$ cat config.mk
export PLATFORM = sky130hd
export DESIGN_NAME = cmd_conditioner
export DESIGN_NICKNAME = d
export VERILOG_FILES = /design/src/rtl/cmd_conditioner.sv
export SDC_FILE = /design/constraint.sdc
export NUM_CORES = 1
export LEC_CHECK = 0
export ABC_AREA = 1
export CAP_MARGIN = 0
export CORE_MARGIN = 5
export CORE_UTILIZATION = 47
export CTS_CLUSTER_SIZE = 10
export DETAILED_ROUTE_END_ITERATION = 8
export GPL_TIMING_DRIVEN = 0
export PLACE_DENSITY = 0.77
export SYNTH_ARGS = -nofsm -noshare
export SYNTH_HDL_FRONTEND = slang
export SYNTH_SLANG_ARGS = --single-unit
$ cat constraint.sdc
create_clock -name vga_clk -period 2.6 [get_ports vga_clk]
set_clock_uncertainty 0.2 [all_clocks]
set_input_delay 0.52 -clock vga_clk [delete_from_list [all_inputs] [get_ports vga_clk]]
set_output_delay 0.52 -clock vga_clk [all_outputs]
set_load 0.01 [all_outputs]
$ cat src/rtl/cmd_conditioner.sv
// Filters raw classifier codes into confirmed one-hot game commands for vga_pic.
// Holds each command until it is consumed at frame start, with priority arbitration and a JUMP cooldown.
module cmd_conditioner #(
  parameter int STABLE_N    = 3,
  parameter int COOLDOWN_FR = 8
) (
  input  logic       vga_clk,
  input  logic       sys_rst_n,
  input  logic [9:0] pix_x,
  input  logic [9:0] pix_y,
  input  logic       cls_valid,
  input  logic [3:0] cls_code,
  output logic [3:0] data_out,
  output logic       cmd_drop
);

  localparam logic [3:0] C_NONE    = 4'b0000;
  localparam logic [3:0] C_JUMP    = 4'b0001;
  localparam logic [3:0] C_LEFT    = 4'b0010;
  localparam logic [3:0] C_RESTART = 4'b0100;
  localparam logic [3:0] C_RIGHT   = 4'b1000;

  localparam int CW = (STABLE_N < 2) ? 1 : $clog2(STABLE_N);
  localparam int KW = (COOLDOWN_FR < 2) ? 1 : $clog2(COOLDOWN_FR + 1);
  localparam logic [CW-1:0] CNT_MAX = CW'(STABLE_N - 1);
  localparam logic [CW-1:0] CNT_ONE = CW'((STABLE_N > 1) ? 1 : 0);
  localparam logic [KW-1:0] COOL_LD = KW'(COOLDOWN_FR);

  logic [3:0]    last_code, last_code_nxt;
  logic [CW-1:0] cnt, cnt_nxt;
  logic [KW-1:0] cool_cnt, cool_cnt_nxt;
  logic [3:0]    data_nxt;
  logic          drop_nxt;

  logic [3:0] code_n;
  logic       legal, same, confirm, accept, fs, jump_blk;

  function automatic logic [1:0] prio(input logic [3:0] c);
    case (c)
      C_RESTART:       prio = 2'd3;
      C_JUMP:          prio = 2'd2;
      C_LEFT, C_RIGHT: prio = 2'd1;
      default:         prio = 2'd0;
    endcase
  endfunction

  always_comb begin
    code_n = C_NONE;
    case (cls_code)
      C_JUMP, C_LEFT, C_RESTART, C_RIGHT: code_n = cls_code;
      default:                            code_n = C_NONE;
    endcase
  end

  // Illegal codes collapse to NONE, so a run of mixed illegal codes is one "same" stream that never confirms.
  assign legal    = (code_n != C_NONE);
  assign same     = (code_n == last_code);
  assign confirm  = cls_valid && legal && (same || (STABLE_N == 1)) && (cnt == CNT_MAX);
  assign fs       = (pix_x == 10'd0) && (pix_y == 10'd0);
  assign jump_blk = (cool_cnt != '0) || (fs && (data_out == C_JUMP));
  assign accept   = confirm && !((code_n == C_JUMP) && jump_blk);

  always_comb begin
    last_code_nxt = last_code;
    cnt_nxt       = cnt;
    if (cls_valid) begin
      if (!same) begin
        last_code_nxt = code_n;
        cnt_nxt       = CNT_ONE;
      end else if (confirm) begin
        cnt_nxt = '0;
      end else if (cnt != CNT_MAX) begin
        cnt_nxt = cnt + CW'(1);
      end
    end
  end

  always_comb begin
    data_nxt = data_out;
    drop_nxt = 1'b0;
    if (confirm && !accept)
      drop_nxt = 1'b1;
    if (fs) begin
      // vga_pic samples the current data_out at this edge, so it is consumed regardless.
      data_nxt = accept ? code_n : C_NONE;
    end else if (accept) begin
      if (data_out == C_NONE) begin
        data_nxt = code_n;
      end else begin
        drop_nxt = 1'b1;
        if (prio(code_n) >= prio(data_out))
          data_nxt = code_n;
      end
    end
  end

  always_comb begin
    cool_cnt_nxt = cool_cnt;
    if (confirm && (code_n == C_RESTART))
      cool_cnt_nxt = '0;
    else if (fs && (data_out == C_JUMP))
      cool_cnt_nxt = COOL_LD;
    else if (fs && (cool_cnt != '0))
      cool_cnt_nxt = cool_cnt - KW'(1);
  end

  always_ff @(posedge vga_clk or negedge sys_rst_n) begin
    if (!sys_rst_n) begin
      last_code <= C_NONE;
      cnt       <= '0;
      cool_cnt  <= '0;
      data_out  <= C_NONE;
      cmd_drop  <= 1'b0;
    end else begin
      last_code <= last_code_nxt;
      cnt       <= cnt_nxt;
      cool_cnt  <= cool_cnt_nxt;
      data_out  <= data_nxt;
      cmd_drop  <= drop_nxt;
    end
  end

endmodule

# Yosys cells after proc, flatten, opt, wreduce, memory -nomap -nowiden
# Index checks and enable logic that the tools add are counted.
# totals
register_bits	15
in_bits	27
out_inout_bits	5
word_cells	76
# op_classes
n_addsub	2
n_lt_le_gt_ge	1
eq_ne	16
muxes	24
bitwise	1
n_reduce_logical	27
# ops
op	n
2-to-1 mux 4 bit	9
logical NOT 10 bit	2
2-to-1 mux 2 bit	9
equality test 4 x 1 -> 1 bit, second input constant	3
equality test 4 x 2 -> 1 bit, second input constant	3
equality test 4 x 3 -> 1 bit, second input constant	3
equality test 4 bit, second input constant	3
case mux 2 bit (3 select lines)	2
logical AND 1 bit	10
nonzero test 4 bit	2
AND reduction 2 bit	3
nonzero test 3 bit	2
equality test 4 bit	1
logical NOT 4 bit	1
2-to-1 mux 1 bit	4
OR reduction 2 bit	2
OR reduction 4 bit	1
subtractor 4 x 1 -> 4 bit, second input constant	1
inequality test 3 x 1 -> 1 bit, second input constant	1
adder 2 x 1 -> 2 bit, second input constant	1
equality test 2 bit, second input constant	1
greater-or-equal comparator 2 bit	1
logical NOT 1 bit	2
inequality test 2 bit, second input constant	1
3 further kinds	3

# Depth between registers and ports, before layout
# Gate-level depths: netlist (run 1).
# logic_depth
word_depth	15
mapped_depth	12
depth_no_buf	12

# Least setup slack after synthesis (run 1)
# Ideal clock, no wire load.
# synth_timing
kind	in2reg
from	input cls_code[0]
to	register data_out[3]
setup_ps	66
arrival_time_ps	1870
slack_ps	465
path_stages	10
n_path_buf	0
path_cell_list	nor2_2 > nand3_2 > nand3_1 > inv_1 > ha_1 > o21ai_0 > nand4_1 > nand3_4 > nand3_1 > nand2_1
# synth_via
elab_chain_len	12
elab_cells_between_ends	32
# synth_rtl
element	line_no	source
start, declared	12	input logic [3:0] cls_code,
equality test 4 x 1 -> 1 bit, or another cell as far along	49	case (cls_code)
OR reduction 4 bit	49	
2-to-1 mux 4 bit *	49	
equality test 4 x 2 -> 1 bit / equality test 4 bit (equally long branches)	39	case (c)
OR reduction 2 bit	39	
case mux 2 bit (3 select lines)	39	
2-to-1 mux 2 bit	87	if (data_out == C_NONE) begin
2-to-1 mux 2 bit	86	end else if (accept) begin
2-to-1 mux 2 bit	83	if (fs) begin
greater-or-equal comparator 2 bit	91	if (prio(code_n) >= prio(data_out))
nonzero test 3 bit (no source line)	n/a	
AND reduction 2 bit (no source line)	n/a	
end signal, assigned	118	data_out <= data_nxt;
end, declared	13	output logic [3:0] data_out,
# Mark *: on every way between the ends. The rest lies on a longest branch, timed or not. The select of a mux whose other input is x is not followed.
# A chain may end at the register's enable or synchronous reset.

# Worst setup path in the final report (run 1)
# layout_timing
from	input cls_code[1]
to	register data_out[1]
# Same word-level chain as after synthesis.

==> results.json, run 1 <==
{
  "clock_sinks": 15,
  "clock.fmax_mhz": 409,
  "final_antenna_net_count": 0,
  "cts_max_level": 1,
  "grt_setup_unrepaired": "no",
  "synth-seq-cells": 15,
  "power_frac_seq_pct": 40.7,
  "io_pins": 32,
  "diodes": 0,
  "vias_per_cell": 5.21,
  "final_nets": 227,
  "fp.coreArea_sq_um": 2410,
  "rrSetupSlack_ns": 0.45,
  "grtUsageTotal_pct": 16.6,
  "fin_util_pct": 64.2,
  "hold_violations": 0,
  "use_met1_pct": 18.3,
  "fin_crit_sh_pct": 93.9,
  "crit_slowest_cell": "clkdlybuf4s50_1",
  "hold_class": "reg2reg",
  "syn_inst": 159,
  "cts_buffers": 3,
  "slew_violations": 0,
  "worstPathCellList": "clkdlybuf4s50_1, inv_1, nor2_2, nand2_2, nand3_1, inv_1, ha_1, o21ai_0, nand4_1, buf_4, nand3_4, nand3_1, nand2_1",
  "critPathMaxStageDelay_ns": 0.57,
  "cts.clk_slew.worst_paths_ns": 0.09,
  "die_x_microns": 59.7,
  "dr.pass1.iters": 4,
  "cap_viol_max_count": 0,
  "grt-ovfl-total": 0,
  "p_sw_w": 0.000261,
  "yosysWarnings": 0,
  "grtUsageMet2_pct": 30.7,
  "synth_area_sq_um": 1160,
  "die_h_microns": 59.7,
  "drc": 0,
  "synth_adder_area_share_pct": 4.31,
  "crit_path_end_kind": "flop",
  "synth_cell_types": 26,
  "synth-xor-area-share_pct": 0.754,
  "yosys.area_share.simple_pct": 48.6,
  "required_ns": 2.63,
  "critPathTopFamily": "buffers and inverters",
  "cts_root_buffer": "clkbuf_4",
  "grt_max_degree": 16,
  "peakVddDrop_mv": 0.450,
  "tightest_slew_ns": 0.663,
  "area_growth_pct": 33.3,
  "grt_pass1_wl_mm": 4.60,
  "p_clk_share_pct": 19.0,
  "vias": 1173,
  "max_slew_margin_pct": 55.6,
  "drive_gt1_share_pct": 16.9,
  "top_usage_layer": "met2",
  "min_period_ns": 2.44,
  "placed_area_sq_um": 1510,
  "start_util_pct": 48.2,
  "clkLatencyLatePin_ns": 0.29,
  "n_fill_cell": 207,
  "cts.path.max_buffers": 2,
  "start_kind": "input port",
  "grt_pass1_vias": 1156,
  "p_int_w": 0.000452,
  "synthMuxAreaShare_pct": 0,
  "path_max_fanout": 5,
  "initialDrtViolationCount": 28,
  "io_buffers": 31,
  "dp_hpwl_mm": 2.23,
  "power_density_nw_per_um2": 461,
  "combPwrFrac_pct": 40.3,
  "avgSynthCellArea_sq_um": 7.30,
  "antenna_found_initial": 0,
  "use_met3_pct": 3.89,
  "cellLeakagePower_nw": 0.766,
  "routed_wl_mm": 2.62,
  "setup_tns_ns": 0,
  "path_buf_inv": 4,
  "status": "complete, no violations",
  "rows": 18,
  "synth_compound_area_share_pct": 6.25,
  "wire_per_inst_microns": 11.6,
  "syn_nets": 190,
  "path_class": "in2reg",
  "die-area_sq_um": 3560,
  "cts_tree": "done",
  "finalWeightedCongestion": 0.735,
  "final_area_sq_um": 1550,
  "sw_frac_of_total_pct": 36.6,
  "finalSetupViolCount": 0,
  "seq_area_frac_synth_pct": 32.3,
  "cp.arrival_ns": 2.47,
  "synth_top_family_by_area": "simple AND/OR/NAND/NOR gates"
}
[synth_stat cells, drive strengths merged]
master / n / area (sq um)
nand2: 46 / 205
nor2: 27 / 153
inv: 24 / 90.1
dfrtp: 15 / 375
nand3: 12 / 90.1
nand4: 10 / 68.8
o21ai: 6 / 30.0
ha: 4 / 50.1
nor3: 4 / 20.0
a21oi: 3 / 15.0
nand3b: 2 / 15.0
a211oi: 1 / 7.51
a21boi: 1 / 7.51
and2: 1 / 6.26
o211ai: 1 / 12.5
or2: 1 / 6.26
xnor2: 1 / 8.76
[repair_timing]
action                     4_1_cts  5_1_grt
setup endpoints to repair        0        4
buffers inserted                 0        1
hold buffers                     0        0
gates resized for setup          0        1
[final timing paths]
| path | startpoint | end | cells past startpoint |
|---|---|---|---|
| min in group asynchronous | sys_rst_n | data_out[2] | 1 |
| max in group asynchronous | sys_rst_n | cool_cnt[3] | 1 |
| worst max-delay path | cls_code[1] | data_out[1] | 13 |
| worst min-delay path | cnt[1] | cnt[1] | 2 |
| worst max register to register | data_out[3] | data_out[1] | 11 |
| worst min register to register | cnt[1] | cnt[1] | 2 |
[flip-flops by register name, indices dropped and copies added, names as in the netlist]
register	flops
last_code	4
data_out	4
cmd_drop	1
cnt	2
cool_cnt	4
[through the flow]
step | instances | hold WS, ns | total power (W) | worst slack [ns]
3_3_place_gp | 220 | 0.258 | 0.000564 | -0.198
5_1_grt | 225 | 0.332 | 0.000776 | 0.0344
2_1_floorplan | 159 | 0.0244 | 0.000481 | 0.465
3_5_place_dp | 220 | 0.280 | 0.000584 | -0.288
4_1_cts | 224 | 0.299 | 0.000718 | 0.0461
6_report | 225 | 0.289 | 0.000713 | 0.157
[tightest hold or removal path, cell delays in order (launching register included)]
cell	delay, ns
dfrtp_1	0.36
nand2_1	0.05
nand2_1	0.05
[logic make-up after synthesis]
logic type               count (synthesis)
AO/OA/AOI/OAI                           12
XOR/XNOR                                 1
adder cells (fa/ha/maj)                  4
buffers and inverters                   24
flip-flops                              15
AND/OR/NAND/NOR                        103
[area by class of cell]
cell class	count	area [sq um]	share of cell area (%)
clock buffer	4	26.3	1.70
inverter	24	90.1	5.82
multi-input combinational	120	701	45.3
sequential	15	375	24.3
tap	30	37.5	2.43
timing repair buffer	32	318	20.5
[layout by cell type (no fill, tap or decap), types with 4 or more instances in the layout]
cell type and count:
inv_1 20, ha_1 4, nand4_1 9, nor2_1 16, inv_2 4, dfrtp_1 15, nand3_1 9, nor3_1 4
clkdlybuf4s50_1 31, nand2_2 7, nand2_1 37, o21ai_0 6, nor2_2 7
[layer usage]
layer	share of wire, %	routed length [microns]
met1	40	1050
met2	50	1310
met3	8.8	231
met4	1.2	31
met5	0	0
[power groups by stage]
stage | Sequential (W) | Combinational (W) | Clock (W)
3_5_place_dp | 0.000296 | 0.000289 | 0
2_1_floorplan | 0.000292 | 0.000190 | 0
5_1_grt | 0.000296 | 0.000331 | 0.000149
4_1_cts | 0.000291 | 0.000289 | 0.000138
6_report | 0.000291 | 0.000287 | 0.000136
3_3_place_gp | 0.000293 | 0.000271 | 0
No activity file was read; power rests on OpenSTA's default activity.
==> run 2, diff against run 1 <==
--- a/config.mk
+++ b/config.mk
@@ -5,14 +5,13 @@
 export SDC_FILE = /design/constraint.sdc
 export NUM_CORES = 1
 export LEC_CHECK = 0
-export ABC_AREA = 1
 export CAP_MARGIN = 0
 export CORE_MARGIN = 5
-export CORE_UTILIZATION = 47
+export CORE_UTILIZATION = 48
 export CTS_CLUSTER_SIZE = 10
 export DETAILED_ROUTE_END_ITERATION = 8
 export GPL_TIMING_DRIVEN = 0
-export PLACE_DENSITY = 0.77
+export PLACE_DENSITY = 0.78
 export SYNTH_ARGS = -nofsm -noshare
 export SYNTH_HDL_FRONTEND = slang
 export SYNTH_SLANG_ARGS = --single-unit
==> run 2 against run 1 <==
  * Largest power group unchanged
  * Clock-buffer cell count down 1
  * Sequential cell count is the same
  * Setup slack lost 0.047 ns
  * Highest routed layer unchanged
==> results.json, run 2 <==
{
  "p_int_w": 0.000438,
  "path_buf_inv": 2,
  "rr_worst_depth": 5,
  "max_slew_margin_pct": 52.8,
  "cts_root_buffer": "clkbuf_4",
  "final_nets": 196,
  "cts.path.max_buffers": 2,
  "start_kind": "input port",
  "sw_frac_of_total_pct": 33.7,
  "dp_hpwl_mm": 2.40,
  "synth_area_sq_um": 1220,
  "routed_wl_mm": 3.09,
  "path_class": "in2reg",
  "synth-seq-cells": 15,
  "p_sw_w": 0.000223,
  "stdcell_count": 194,
  "synth-xor-area-share_pct": 4.91,
  "clock.fmax_mhz": 402,
  "synth_adder_area_share_pct": 4.09,
  "final_common_cell": "clkdlybuf4s50_1",
  "worstPathCellList": "clkdlybuf4s15_2, or4b_1, buf_2, nand2_1, ha_1, a21oi_2, a21boi_4, and3_4, o211ai_2",
  "required_ns": 2.61,
  "syn_inst": 127,
  "synth_top_family_by_area": "simple AND/OR/NAND/NOR gates",
  "die_h_microns": 60.5,
  "post_synth_main_area_contributors": "dfrtp_1, nand4_1, ha_1",
  "grtUsageTotal_pct": 18.5,
  "yosys.area_share.simple_pct": 32.1,
  "synth_compound_area_share_pct": 20.7,
  "crit_path_end_kind": "flop",
  "setup_slack_ns": 0.110,
  "rows": 18,
  "synth_edf_count": 0,
  "n_fill_cell": 195,
  "vias_per_cell": 6.15,
  "crit_slowest_cell": "or4b_1",
  "yosysWarnings": 0,
  "wire_per_inst_microns": 15.9,
  "power_frac_seq_pct": 42.4,
  "p_clk_share_pct": 20.8,
  "area.sequential_sq_um": 375,
  "min_from": "cnt[1]",
  "dr.pass1.iters": 4,
  "hold_depth": 1,
  "r2r_end": "last_code[3]",
  "post-place-ws_ns": -0.784,
  "layout_common_cells": "clkdlybuf4s50_1, dfrtp_1, nand4_1, nand2_1, o21ai_0",
  "cap_viol_max_count": 0,
  "critPathMaxStageDelay_ns": 0.46,
  "place_inst": 187,
  "synthMuxAreaShare_pct": 3.58,
  "hold_class": "reg2reg",
  "critPathTopFamily": "simple AND/OR/NAND/NOR gates",
  "die-area_sq_um": 3660,
  "fin_crit_sh_pct": 95.8,
  "grtUsageMet2_pct": 32.3,
  "setup_tns_ns": 0,
  "synth_commonest_cells": "dfrtp_1, nand4_1, a21oi_1, nand2_1, o21ai_0",
  "io_pins": 32,
  "grt-ovfl-total": 0,
  "cts_hold_buf": 0,
  "power_density_nw_per_um2": 403,
  "rrSetupSlack_ns": 0.26,
  "use_met1_pct": 23.2,
  "worstHoldEndpoint": "cnt[1]",
  "grt_pass1_vias": 1173,
  "yosys_most_used_dff": "dfrtp_1",
  "cts_tree": "done",
  "io_buffers": 30,
  "use_met3_pct": 4.68,
  "cp.arrival_ns": 2.50,
  "status": "complete, no violations",
  "cts_buffers": 3,
  "top_usage_layer": "met2",
  "hold_ws_ns": 0.323,
  "cellLeakagePower_nw": 0.697,
  "grt_setup_unrepaired": "no",
  "avgSynthCellArea_sq_um": 9.64,
  "hold_violations": 0,
  "area_growth_pct": 33.8,
  "grt_max_degree": 16,
  "start_util_pct": 49.8,
  "synth_top_cell_area_share_pct": 30.7,
  "clock_sinks": 15,
  "fp.coreArea_sq_um": 2450,
  "drc": 0,
  "synthArstFlopShare_pct": 100,
  "synth_top_area_cell": "dfrtp_1",
  "synth_most_common_cell": "dfrtp_1",
  "finalSetupViolCount": 0,
  "slew_violations": 0,
  "seq_area_frac_synth_pct": 30.7,
  "largestRegisters": "cool_cnt (4), data_out (4), last_code (4)",
  "vias": 1194,
  "cts.clk_slew.worst_paths_ns": 0.10,
  "initialDrtViolationCount": 109,
  "final_antenna_net_count": 0,
  "regToRegStartpoint": "last_code[1]",
  "multi_input_area_sq_um": 840,
  "grt_pass1_wl_mm": 5.18,
  "combPwrFrac_pct": 36.8,
  "cts_max_level": 1,
  "finalWeightedCongestion": 0.832,
  "path_max_fanout": 7,
  "syn_nets": 158,
  "min_period_ns": 2.49,
  "drive_gt1_share_pct": 22.6,
  "diodes": 0,
  "synth_cell_types": 50,
  "clkLatencyLatePin_ns": 0.28,
  "peakVddDrop_mv": 0.393,
  "antenna_found_initial": 0,
  "tightest_slew_ns": 0.705,
  "die_x_microns": 60.5
}
-- run 2: per-stage QoR --
step	cell area [sq um]	utilization, %	power [W]
floorplan	1220	-	0.000426
global placement	1560	63.6	0.000503
detailed placement	1560	63.6	0.000517
CTS	1640	66.9	0.000659
global route	1640	66.7	0.000698
finish	1640	66.7	0.000661
-- run 2: per-layer routing --
layer / part of all wire (%) / vias up
met4: 0.49 / 0
met2: 50 / 44
met3: 5.7 / 2
met1: 43 / 577
met5: 0 / -
li1: - / 571
-- run 2: how the worst max path moves through the flow --
stage,from,to,cells past startpoint
floorplan,cls_code[3],data_out[0],8
global placement,cls_code[0],data_out[3],9
detailed placement,cls_code[3],data_out[0],9
CTS,cls_code[2],data_out[0],9
global route,cls_code[0],data_out[0],9
finish,cls_code[0],data_out[0],9
-- run 2: cell type report --
cell class              instances  share of cell area (%)
inverters                       5                    1.15
flip-flops and latches         15                    22.9
multi-input cells             102                    51.3
plain buffers                   5                    1.83
clock buffers                   3                    1.38
well taps                      30                    2.29
repair buffers                 33                    18.9
clock inverters                 1                   0.306
-- run 2: power by group through the flow --
stage | Combinational (W) | Clock [W] | Sequential [W]
floorplan | 0.000145 | 0 | 0.000281
global placement | 0.000223 | 0 | 0.000281
global route | 0.000267 | 0.000147 | 0.000283
detailed placement | 0.000234 | 0 | 0.000283
CTS | 0.000242 | 0.000138 | 0.000278
finish | 0.000243 | 0.000138 | 0.000280
-- run 2: cells by family (layout without fill, tap and decap cells) --
group | Yosys count | after routing
buf+inv | 10 | 47
mux | 4 | 4
simple gates | 56 | 56
xor+xnor | 6 | 6
fa+ha+maj | 4 | 4
compound gates | 32 | 32
flops | 15 | 15
-- run 2: repair_timing --
action,4_1_cts,5_1_grt
cloned,0,0
buffers inserted,3,0
gates resized for setup,11,7
pin swaps,1,1
endpoints found under the setup margin,10,7
-- run 2: worst register-to-register path: stages (launching register included) --
cell,delay [ns]
dfrtp_1,0.42
or4bb_1,0.47
a211oi_1,0.38
o21ai_1,0.22
o21ai_2,0.19
mux2_1,0.35
